### src/rtl/l2_pkg.sv
// l2_pkg: definitions shared by the layer-2 sequencer and its window-address
// generator.
//   - default geometry of the layer-1 feature map and kernel
//   - derived constants: N_TAP, OUT_W, OUT_H, N_PIX
//   - tap data width DW
//   - FSM state type and state encodings
package l2_pkg;

  localparam int DW = 18;

  localparam int DEF_IN_W = 12;
  localparam int DEF_IN_H = 12;
  localparam int DEF_KW   = 2;
  localparam int DEF_KH   = 5;
  localparam int DEF_AW   = 8;

  // Size of a "valid" convolution output along one axis.
  function automatic int out_dim(input int in_d, input int k_d);
    return in_d - k_d + 1;
  endfunction

  localparam int N_TAP = DEF_KH * DEF_KW;
  localparam int OUT_W = out_dim(DEF_IN_W, DEF_KW);
  localparam int OUT_H = out_dim(DEF_IN_H, DEF_KH);
  localparam int N_PIX = OUT_W * OUT_H;

  typedef logic [2:0] l2_sched_state_t;

  localparam l2_sched_state_t S_IDLE    = 3'd0;
  localparam l2_sched_state_t S_WAIT_L1 = 3'd1;
  localparam l2_sched_state_t S_ISSUE   = 3'd2;
  localparam l2_sched_state_t S_TAPS    = 3'd3;
  localparam l2_sched_state_t S_DRAIN   = 3'd4;
  localparam l2_sched_state_t S_WAIT_DS = 3'd5;
  localparam l2_sched_state_t S_DONE    = 3'd6;

endpackage

### src/rtl/l2_win_addr.sv
// l2_win_addr: incremental window-address generator for the layer-1 buffer.
// The address of tap k of the current output pixel is base + offset, where
// base tracks the top-left corner of the window (+1 per column, +KW at a row
// wrap) and offset tracks the tap position inside the kernel (+1 along a
// kernel row, +IN_W-KW+1 when stepping down a kernel row). No multiplier.
// Ports:
//   clk, rst_n : clock, asynchronous active-low reset
//   clr        : return every counter to 0 (end of image)
//   tap_go     : current tap address consumed, step to the next tap
//   pix_adv    : step to the next output pixel (raster order)
//   addr       : base + offset of the current tap
//   pix_idx    : index of the current output pixel
//   tap_last   : current tap is the last one of the kernel
//   pix_last   : current pixel is the last one of the image
module l2_win_addr
  import l2_pkg::*;
#(
  parameter int IN_W = DEF_IN_W,
  parameter int IN_H = DEF_IN_H,
  parameter int KW   = DEF_KW,
  parameter int KH   = DEF_KH,
  parameter int AW   = DEF_AW
) (
  input  logic          clk,
  input  logic          rst_n,
  input  logic          clr,
  input  logic          tap_go,
  input  logic          pix_adv,
  output logic [AW-1:0] addr,
  output logic [7:0]    pix_idx,
  output logic          tap_last,
  output logic          pix_last
);

  localparam int NT  = KH * KW;
  localparam int OW  = out_dim(IN_W, KW);
  localparam int OH  = out_dim(IN_H, KH);
  localparam int CW  = (OW > 1) ? $clog2(OW) : 1;
  localparam int RW  = (OH > 1) ? $clog2(OH) : 1;
  localparam int KXW = (KW > 1) ? $clog2(KW) : 1;
  localparam int KNW = (NT > 1) ? $clog2(NT) : 1;

  logic [AW-1:0]  base_reg;
  logic [AW-1:0]  off_reg;
  logic [CW-1:0]  col_reg;
  logic [RW-1:0]  row_reg;
  logic [KXW-1:0] kx_reg;
  logic [KNW-1:0] k_reg;
  logic [7:0]     pix_reg;

  assign addr     = base_reg + off_reg;
  assign pix_idx  = pix_reg;
  assign tap_last = (k_reg == KNW'(NT - 1));
  assign pix_last = (row_reg == RW'(OH - 1)) && (col_reg == CW'(OW - 1));

  // Tap walk: k/kx/offset return to tap 0 after the last tap so the next
  // pixel starts from a clean window.
  always_ff @(posedge clk or negedge rst_n) begin
    if (!rst_n) begin
      k_reg   <= '0;
      kx_reg  <= '0;
      off_reg <= '0;
    end else if (clr) begin
      k_reg   <= '0;
      kx_reg  <= '0;
      off_reg <= '0;
    end else if (tap_go) begin
      if (tap_last) begin
        k_reg   <= '0;
        kx_reg  <= '0;
        off_reg <= '0;
      end else begin
        k_reg <= k_reg + KNW'(1);
        if (kx_reg == KXW'(KW - 1)) begin
          kx_reg  <= '0;
          off_reg <= off_reg + AW'(IN_W - KW + 1);
        end else begin
          kx_reg  <= kx_reg + KXW'(1);
          off_reg <= off_reg + AW'(1);
        end
      end
    end
  end

  // Pixel raster walk. At a row wrap the window corner jumps from column
  // OW-1 = IN_W-KW of one row to column 0 of the next: a step of KW.
  always_ff @(posedge clk or negedge rst_n) begin
    if (!rst_n) begin
      base_reg <= '0;
      col_reg  <= '0;
      row_reg  <= '0;
      pix_reg  <= '0;
    end else if (clr) begin
      base_reg <= '0;
      col_reg  <= '0;
      row_reg  <= '0;
      pix_reg  <= '0;
    end else if (pix_adv) begin
      pix_reg <= pix_reg + 8'd1;
      if (col_reg == CW'(OW - 1)) begin
        col_reg  <= '0;
        row_reg  <= row_reg + RW'(1);
        base_reg <= base_reg + AW'(KW);
      end else begin
        col_reg  <= col_reg + CW'(1);
        base_reg <= base_reg + AW'(1);
      end
    end
  end

endmodule

### src/rtl/l2_sched.sv
// l2_sched: sequencer for the layer-2 convolution datapath. Walks the output
// pixels of one image, fetches the layer-1 window taps of each pixel and
// streams them to layer 2 in lock-step with its accumulation window.
// Ports:
//   clk, rst_n          : clock, asynchronous active-low reset
//   img_strt, abort     : one-cycle image start / cancel requests
//   l1_full             : layer-1 buffer holds a complete image
//   l1_addr             : layer-1 read address (1-cycle read latency)
//   l1_din_0, l1_din_1  : layer-1 read data, channels 0/1
//   l2_strt             : layer-2 pixel start pulse
//   l2_din_0, l2_din_1  : tap data to layer 2, zero outside the tap window
//   l2_bsy              : layer 2 accumulating
//   ds_done             : downstream consumed all layer-2 outputs
//   tx_done             : one-cycle end-of-image pulse
//   sched_bsy           : image in progress
//   pix_idx             : index of the pixel currently issued
module l2_sched
  import l2_pkg::*;
#(
  parameter int IN_W = DEF_IN_W,
  parameter int IN_H = DEF_IN_H,
  parameter int KW   = DEF_KW,
  parameter int KH   = DEF_KH,
  parameter int AW   = DEF_AW
) (
  input  logic          clk,
  input  logic          rst_n,
  input  logic          img_strt,
  input  logic          abort,
  input  logic          l1_full,
  output logic [AW-1:0] l1_addr,
  input  logic [DW-1:0] l1_din_0,
  input  logic [DW-1:0] l1_din_1,
  output logic          l2_strt,
  output logic [DW-1:0] l2_din_0,
  output logic [DW-1:0] l2_din_1,
  input  logic          l2_bsy,
  input  logic          ds_done,
  output logic          tx_done,
  output logic          sched_bsy,
  output logic [7:0]    pix_idx
);

  localparam int OW = out_dim(IN_W, KW);
  localparam int OH = out_dim(IN_H, KH);
  localparam int NP = OW * OH;

  // Layer 2 writes its results with a 7-bit address.
  generate
    if (NP > 128) begin : g_npix_chk
      $error("l2_sched: output pixel count exceeds layer-2 write range");
    end
    if (IN_W * IN_H > (1 << AW)) begin : g_aw_chk
      $error("l2_sched: AW too narrow for the layer-1 feature map");
    end
  endgenerate

  l2_sched_state_t state_reg, state_next;
  logic            tap_valid_reg;

  logic            abort_act;
  logic            issue_fire;
  logic            tap_go;
  logic            pix_adv;
  logic            win_clr;
  logic            tap_on;
  logic [AW-1:0]   win_addr;
  logic            tap_last;
  logic            pix_last;

  // DONE is already on its way out; a late abort must not stretch tx_done.
  assign abort_act  = abort && (state_reg != S_IDLE) && (state_reg != S_DONE);
  assign issue_fire = (state_reg == S_ISSUE) && !l2_bsy && !abort_act;
  assign tap_go     = issue_fire || (state_reg == S_TAPS);
  assign pix_adv    = (state_reg == S_DRAIN) && !l2_bsy && !pix_last && !abort_act;
  assign win_clr    = (state_reg == S_DONE);

  always_comb begin
    state_next = state_reg;
    case (state_reg)
      S_IDLE:    if (img_strt) state_next = S_WAIT_L1;
      S_WAIT_L1: if (l1_full)  state_next = S_ISSUE;
      S_ISSUE:   if (!l2_bsy)  state_next = S_TAPS;
      S_TAPS:    if (tap_last) state_next = S_DRAIN;
      S_DRAIN:   if (!l2_bsy)  state_next = pix_last ? S_WAIT_DS : S_ISSUE;
      S_WAIT_DS: if (ds_done)  state_next = S_DONE;
      S_DONE:    state_next = S_IDLE;
      default:   state_next = S_IDLE;
    endcase
    if (abort_act) state_next = S_DONE;
  end

  // tap_valid_reg marks the cycle in which the read issued one cycle earlier
  // returns; that is exactly the layer-2 accumulation window.
  always_ff @(posedge clk or negedge rst_n) begin
    if (!rst_n) begin
      state_reg     <= S_IDLE;
      tap_valid_reg <= 1'b0;
    end else begin
      state_reg     <= state_next;
      tap_valid_reg <= tap_go && !abort_act;
    end
  end

  l2_win_addr #(
    .IN_W (IN_W),
    .IN_H (IN_H),
    .KW   (KW),
    .KH   (KH),
    .AW   (AW)
  ) u_win_addr (
    .clk      (clk),
    .rst_n    (rst_n),
    .clr      (win_clr),
    .tap_go   (tap_go),
    .pix_adv  (pix_adv),
    .addr     (win_addr),
    .pix_idx  (pix_idx),
    .tap_last (tap_last),
    .pix_last (pix_last)
  );

  assign l1_addr   = tap_go ? win_addr : '0;
  assign l2_strt   = issue_fire;
  assign tx_done   = (state_reg == S_DONE);
  assign sched_bsy = (state_reg != S_IDLE);

  // Layer 2 accumulates every cycle, so anything outside the tap window
  // (and the returning read in an abort cycle) is forced to zero.
  assign tap_on = tap_valid_reg && !abort_act;

  logic [DW-1:0] din_arr [2];
  logic [DW-1:0] dout_arr[2];

  assign din_arr[0] = l1_din_0;
  assign din_arr[1] = l1_din_1;

  genvar gi;
  generate
    for (gi = 0; gi < 2; gi++) begin : g_gate
      assign dout_arr[gi] = tap_on ? din_arr[gi] : '0;
    end
  endgenerate

  assign l2_din_0 = dout_arr[0];
  assign l2_din_1 = dout_arr[1];

endmodule

### config.mk
export PLATFORM = sky130hd
export DESIGN_NAME = l2_sched
export DESIGN_NICKNAME = d
export VERILOG_FILES = /design/src/rtl/l2_pkg.sv /design/src/rtl/l2_win_addr.sv /design/src/rtl/l2_sched.sv
export SDC_FILE = /design/constraint.sdc
export NUM_CORES = 1
export LEC_CHECK = 0
export ABC_CLOCK_PERIOD_IN_PS = 3600
export CAP_MARGIN = 40
export CORE_MARGIN = 4
export CORE_UTILIZATION = 30
export DETAILED_ROUTE_END_ITERATION = 6
export DONT_BUFFER_PORTS = 1
export GPL_TIMING_DRIVEN = 0
export SLEW_MARGIN = 20
export SYNTH_ARGS = -nofsm -noshare
export SYNTH_HDL_FRONTEND = slang
export SYNTH_SLANG_ARGS = --single-unit
### constraint.sdc
create_clock -name clk -period 3.6 [get_ports clk]
set_input_delay 0.54 -clock clk [delete_from_list [all_inputs] [get_ports clk]]
set_output_delay 0.54 -clock clk [all_outputs]
set_load 0.1 [all_outputs]
# After elaboration in Yosys (flattened, before gate mapping)
# Cells that the tools add are included.
word_totals:
  register_bits: 40
  input_bits: 43
  output_inout_bits: 55
  word_cells: 90
classes:
  addsub: 10
  n_eq_ne: 16
  muxes: 34
  n_reduce_logical: 21
ops:
  columns: ["op", "count"]
  rows:
  - ["2-to-1 mux 8 bit", 10]
  - ["2-to-1 mux 18 bit", 2]
  - ["2-to-1 mux 3 bit", 11]
  - ["adder 8 x 1 -> 8 bit (second input constant)", 3]
  - ["2-to-1 mux 4 bit", 6]
  - ["!= test 3 bit (second input constant)", 7]
  - ["case mux 3 bit (6 select lines)", 1]
  - ["== test 3 bit (second input constant)", 4]
  - ["logical AND 1 bit", 10]
  - ["adder 4 x 1 -> 4 bit (second input constant)", 2]
  - ["adder 8 x 2 -> 8 bit (second input constant)", 1]
  - ["adder 8 x 4 -> 8 bit (second input constant)", 1]
  - ["adder 8 bit", 1]
  - ["== test 4 bit (second input constant)", 2]
  - ["== test 3 x 2 -> 1 bit (second input constant)", 2]
  - ["AND reduction 6 bit", 1]
  - ["nonzero test 2 bit", 3]
  - ["2-to-1 mux 1 bit", 4]
  - ["adder 3 x 1 -> 3 bit (second input constant)", 1]
  - ["== test 3 x 1 -> 1 bit (second input constant)", 1]
  - ["zero test 1 bit", 3]
  - ["zero test 3 bit", 1]
  - ["nonzero test 3 bit", 1]
  - ["AND reduction 2 bit", 1]
  - ["other kinds (2)", 2]

# Longest topological paths before layout
depth:
  word_depth: 8
  mapped_depth: 8
  ltp_nobuf: 6

# Modules after synthesis
# A second synthesis with hierarchy kept.
unflattened:
  cells_unflattened: 318
  hier_area_um2: 2836.5
modules_own_cells:
  columns: ["mod", "n_inst", "cells_per_inst", "area_each_um2", "seq_area_each_um2"]
  rows:
  - ["l2_win_addr", 1, 223, 2144.6, 900.9]
  - ["l2_sched", 1, 95, 691.9, 100.1]

# Least setup slack after synthesis
# Ideal clock, no wire load.
synth_timing:
  kind: "register -> output"
  startpoint: "reg state_reg[1]"
  endpoint: "out l2_strt"
  t_arrival_ps: 3756
  required_time_ps: 3060
  setup_slack_ps: -696
  stages_incl_launch_ff: 5
  path_buffers: 2
  path_cell_list: "dfrtp_1 buf_2 buf_1 nand2b_1 nor4_1"
synth_via:
  elab_chain_cells: 5
  word_cells_on_any_way: 8
  classes_between: "eq/ne (2); reduce/logical (6)"
synth_rtl:
  columns: ["item", "line", "source"]
  rows:
  - ["start: declaration", "l2_sched.sv:58", "l2_sched_state_t state_reg, state_next;"]
  - ["start signal: assignment", "l2_sched.sv:100", "state_reg <= state_next;"]
  - ["nonzero test 3 bit", "l2_sched.sv:72", "assign abort_act = abort && (state_reg != S_IDLE) && (state_reg != S_DONE);"]
  - ["logical AND 1 bit (2 in a row)", "l2_sched.sv:72", null]
  - ["zero test 1 bit", "l2_sched.sv:73", "assign issue_fire = (state_reg == S_ISSUE) && !l2_bsy && !abort_act;"]
  - ["logical AND 1 bit *", "l2_sched.sv:73", null]
  - ["end: declaration", "l2_sched.sv:34", "output logic l2_strt,"]
# Every way passes the cells marked *; elsewhere a longest branch is shown, timed or not.

# Worst setup path after layout
layout_timing:
  startpoint: "reg u_win_addr.base_reg[0]"
  endpoint: "out l1_addr[6]"
layout_via:
  elab_chain_cells: 2
layout_rtl:
  columns: ["item", "line", "source"]
  rows:
  - ["start: declaration", "l2_win_addr.sv:43", "logic [AW-1:0] base_reg;"]
  - ["start signal: assignment", "l2_win_addr.sv:103", "base_reg <= base_reg + AW'(KW);"]
  - ["start signal: assignment", "l2_win_addr.sv:106", "base_reg <= base_reg + AW'(1);"]
  - ["adder 8 bit", "l2_win_addr.sv:51", "assign addr = base_reg + off_reg;"]
  - ["2-to-1 mux 8 bit", "l2_sched.sv:123", "assign l1_addr = tap_go ? win_addr : '0;"]
  - ["end: declaration", "l2_sched.sv:31", "output logic [AW-1:0] l1_addr,"]
# No other way between the ends.

==> qor.csv <==
metric,value,unit
RSZ-0062 raised after global routing,no,
CTS root buf,clkbuf_8,
total wire length,9.05,mm
main combinational cell family by area after synthesis,simple AND/OR/NAND/NOR gates,
core area,9370,um^2
Final #Nets,477,
Max Cap Viol,0,
P&R area growth vs syn,47.4,%
antenna-violating nets left,0,
post-synthesis xor/xnor area fraction,2.69,%
ant diodes,0,
CP endpoint kind,output pin,
critical setup path kind,flop to output pin,
Ports,98,
Worst path slowest cell,mux2i_4,
layout cell share with drive strength beyond 1,19.1,%
Slew HR,43.5,%
CTS Buf Count,5,
RR Endpoint,u_win_addr.row_reg[1],
"FFs w/ async S/R, synth",100,%
CP Max Fanout,4,
Hold Fails Final Rpt,0,
drt first pass iters,4,
H-tree Lvls,2,
CP Buf/Inv Count,0,
Fmax,0.293,GHz
Port Buffers,0,
# setup viols final,0,
initial detailed-routing violation count,140,
Storage cell area,1000,um^2
"setup slack, reg-to-reg",0.85,ns
crit start category,flop,
Die Area,11400,um^2
PostCTS Resize Cnt,0,
CTS Sinks,40,
hpwl dp,7.27,mm
FILL cells,892,
number of global-route vias before repair,2887,
GRT Overall Usage,15.9,%
"EDFF count, synth",0,
Mapped Cells,346,
worst reg2reg startpoint,state_reg[2],
Starting Density,31.3,%
synthesized area per cell,8.47,um^2
mapped cell area,2930,um^2
die span in x,107,um
"FF+latch count, synth",40,
Synth Flop Type,dfrtp_1,
LEAKAGE,1.95,nW
clk slew on worst S/H paths,0.08,ns
critical path arrival,2.87,ns
Final Non-Filler Cells,543,
Setup TNS,0,ns
Final min period,3.41,ns
mux contribution to synthesized area,3.12,%
vias per inst,5.28,
peak supply drop,0.330,mV
yosys warns,0,
pin count of the biggest net entering global routing,41,
Skew-Pair Late Insertion Delay,0.29,ns
Final period util,94.8,%
Worst EP required,3.06,ns
"Seq/Total Area, Yosys",34.2,%
"slowest stage delay, CP",0.76,ns
RD Place Congestion,0.841,
Hold Crit Class,input pin to async pin,
Slew Limit Fails,0,
TritonCTS clock tree,done,
die height,107,um
Synth Net Count,409,
Fin Clk Skew,0.00827,ns
# rows,35,
DRC errors left,0,
post-DR wirelength/cell,16.7,um
Cell Count Post-Placement,535,
antenna violations before repair,0,
hold-fix buffer count after cts,1,
deepest clock path buffer count,2,
Synth Area in Adders,9.05,%
Post-Synth Simple-Gate Area,29.3,%
r2r worst-path depth,6,
status,finished clean,
Compound-Gate Fraction of Synth Area,17.3,%
post-CTS setup buffers,0,
first-pass GRT wire length,14.9,mm
Multi-input gate area,1880,um^2
worst path cell trace,ha_1 > fa_1 > a211oi_1 > o21bai_1 > a21oi_1 > mux2i_4,
Power Density,619,nW/um^2
Tot Pwr,2.67,mW
post-synthesis cell type count,53,
Worst-Margin Slew,0.830,ns
Worst path top cell family by delay,multiplexers,
GRT overflow,0,
via count,2867,
## worst reg2reg max path: stages (launching register included)
cell and delay [ns]:
dfrtp_1 0.42, clkbuf_1 0.33, nand3_1 0.33, inv_1 0.33
clkbuf_1 0.44, buf_2 0.63, nor2_1 0.14
## where the power goes
part           internal (mW)  total [mW]  leakage [nW]  switching, mW
clock                  0.132       0.283        0.0410          0.152
combinational          0.548        1.74          1.37           1.19
sequential             0.535       0.653         0.539          0.118
## routing by layer
layer	wire, um	share of wire, %	up-vias	global-route usage (%)
li1	-	-	1406	-
met1	3980	44	1378	20.8
met2	4520	50	77	26.7
met3	489	5.4	6	4.39
met4	53	0.59	0	2.19
met5	0	0	-	0
## cell type report
cell class,count,area share (%)
clock inverters,1,0.116
clock buffers,6,1.68
well taps,129,3.74
repair buffers,61,24.8
inverters,13,1.13
flip-flops and latches,40,23.2
multi-input cells,272,43.4
plain buffers,21,1.91
## Yosys cell counts, types with 6 or more instances
cell      instances  share of area (%)
dfrtp_1          40                 34
and3_1           38                8.1
nand2_1          28                3.6
o21ai_0          22                3.8
a21oi_1          21                3.6
nor2_1           21                2.7
ha_1             18                7.7
clkbuf_1         17                2.2
inv_1            13                1.7
nand3_1          13                2.2
mux2i_1           8                2.7
nor3_1            8                1.4
or3_1             7                1.5
or4_1             7                1.8
nor4_1            6                1.3
xnor2_1           6                1.8
## how the worst max path moves through the flow
stage               cells after the start                    from  slack (ns)          to
floorplan                               5   u_win_addr.off_reg[1]        0.16  l1_addr[5]
global placement                        6            state_reg[1]       -0.20  l1_addr[5]
detailed placement                      6  u_win_addr.base_reg[0]        0.49  l1_addr[6]
CTS                                     6  u_win_addr.base_reg[0]        0.16  l1_addr[6]
global route                            6  u_win_addr.base_reg[0]       0.009  l1_addr[6]
finish                                  6  u_win_addr.base_reg[0]        0.19  l1_addr[6]
## cells in the final DEF, fill, tap and decap left out, drive strengths merged, types with 4 or more instances in the layout
master / instances
a21oi: 21
or4: 7
a21o: 4
xnor2: 6
nor2b: 4
clkbuf: 23
o31ai: 5
nor4: 6
mux2i: 8
inv: 13
or2: 4
dfrtp: 40
o21ai: 22
and3: 38
a211oi: 5
nand3: 13
or3: 7
buf: 65
nand2: 28
nor2: 21
nor3: 9
ha: 18
## kinds of logic (layout without fill, tap and decap cells)
kind of cell,count (synthesis),after routing
simple gates,154,154
compound gates,80,80
flops,40,40
buf+inv,34,102
fa+ha+maj,20,20
xor+xnor,9,9
mux,9,9
## per-stage QoR
stage / utilization (%) / hold WS (ns) / setup WS, ns / area (um^2)
5_1_grt: 46.1 / 0.0826 / 0.00852 / 4320
4_1_cts: 46.1 / 0.0911 / 0.156 / 4320
2_1_floorplan: - / 0.244 / 0.155 / 2950
6_report: 46.1 / 0.0834 / 0.187 / 4320
3_3_place_gp: 33.2 / 0.246 / -0.202 / 3110
3_5_place_dp: 45.1 / 0.246 / 0.490 / 4220
Note: power is estimated with default switching activity, not from simulation.
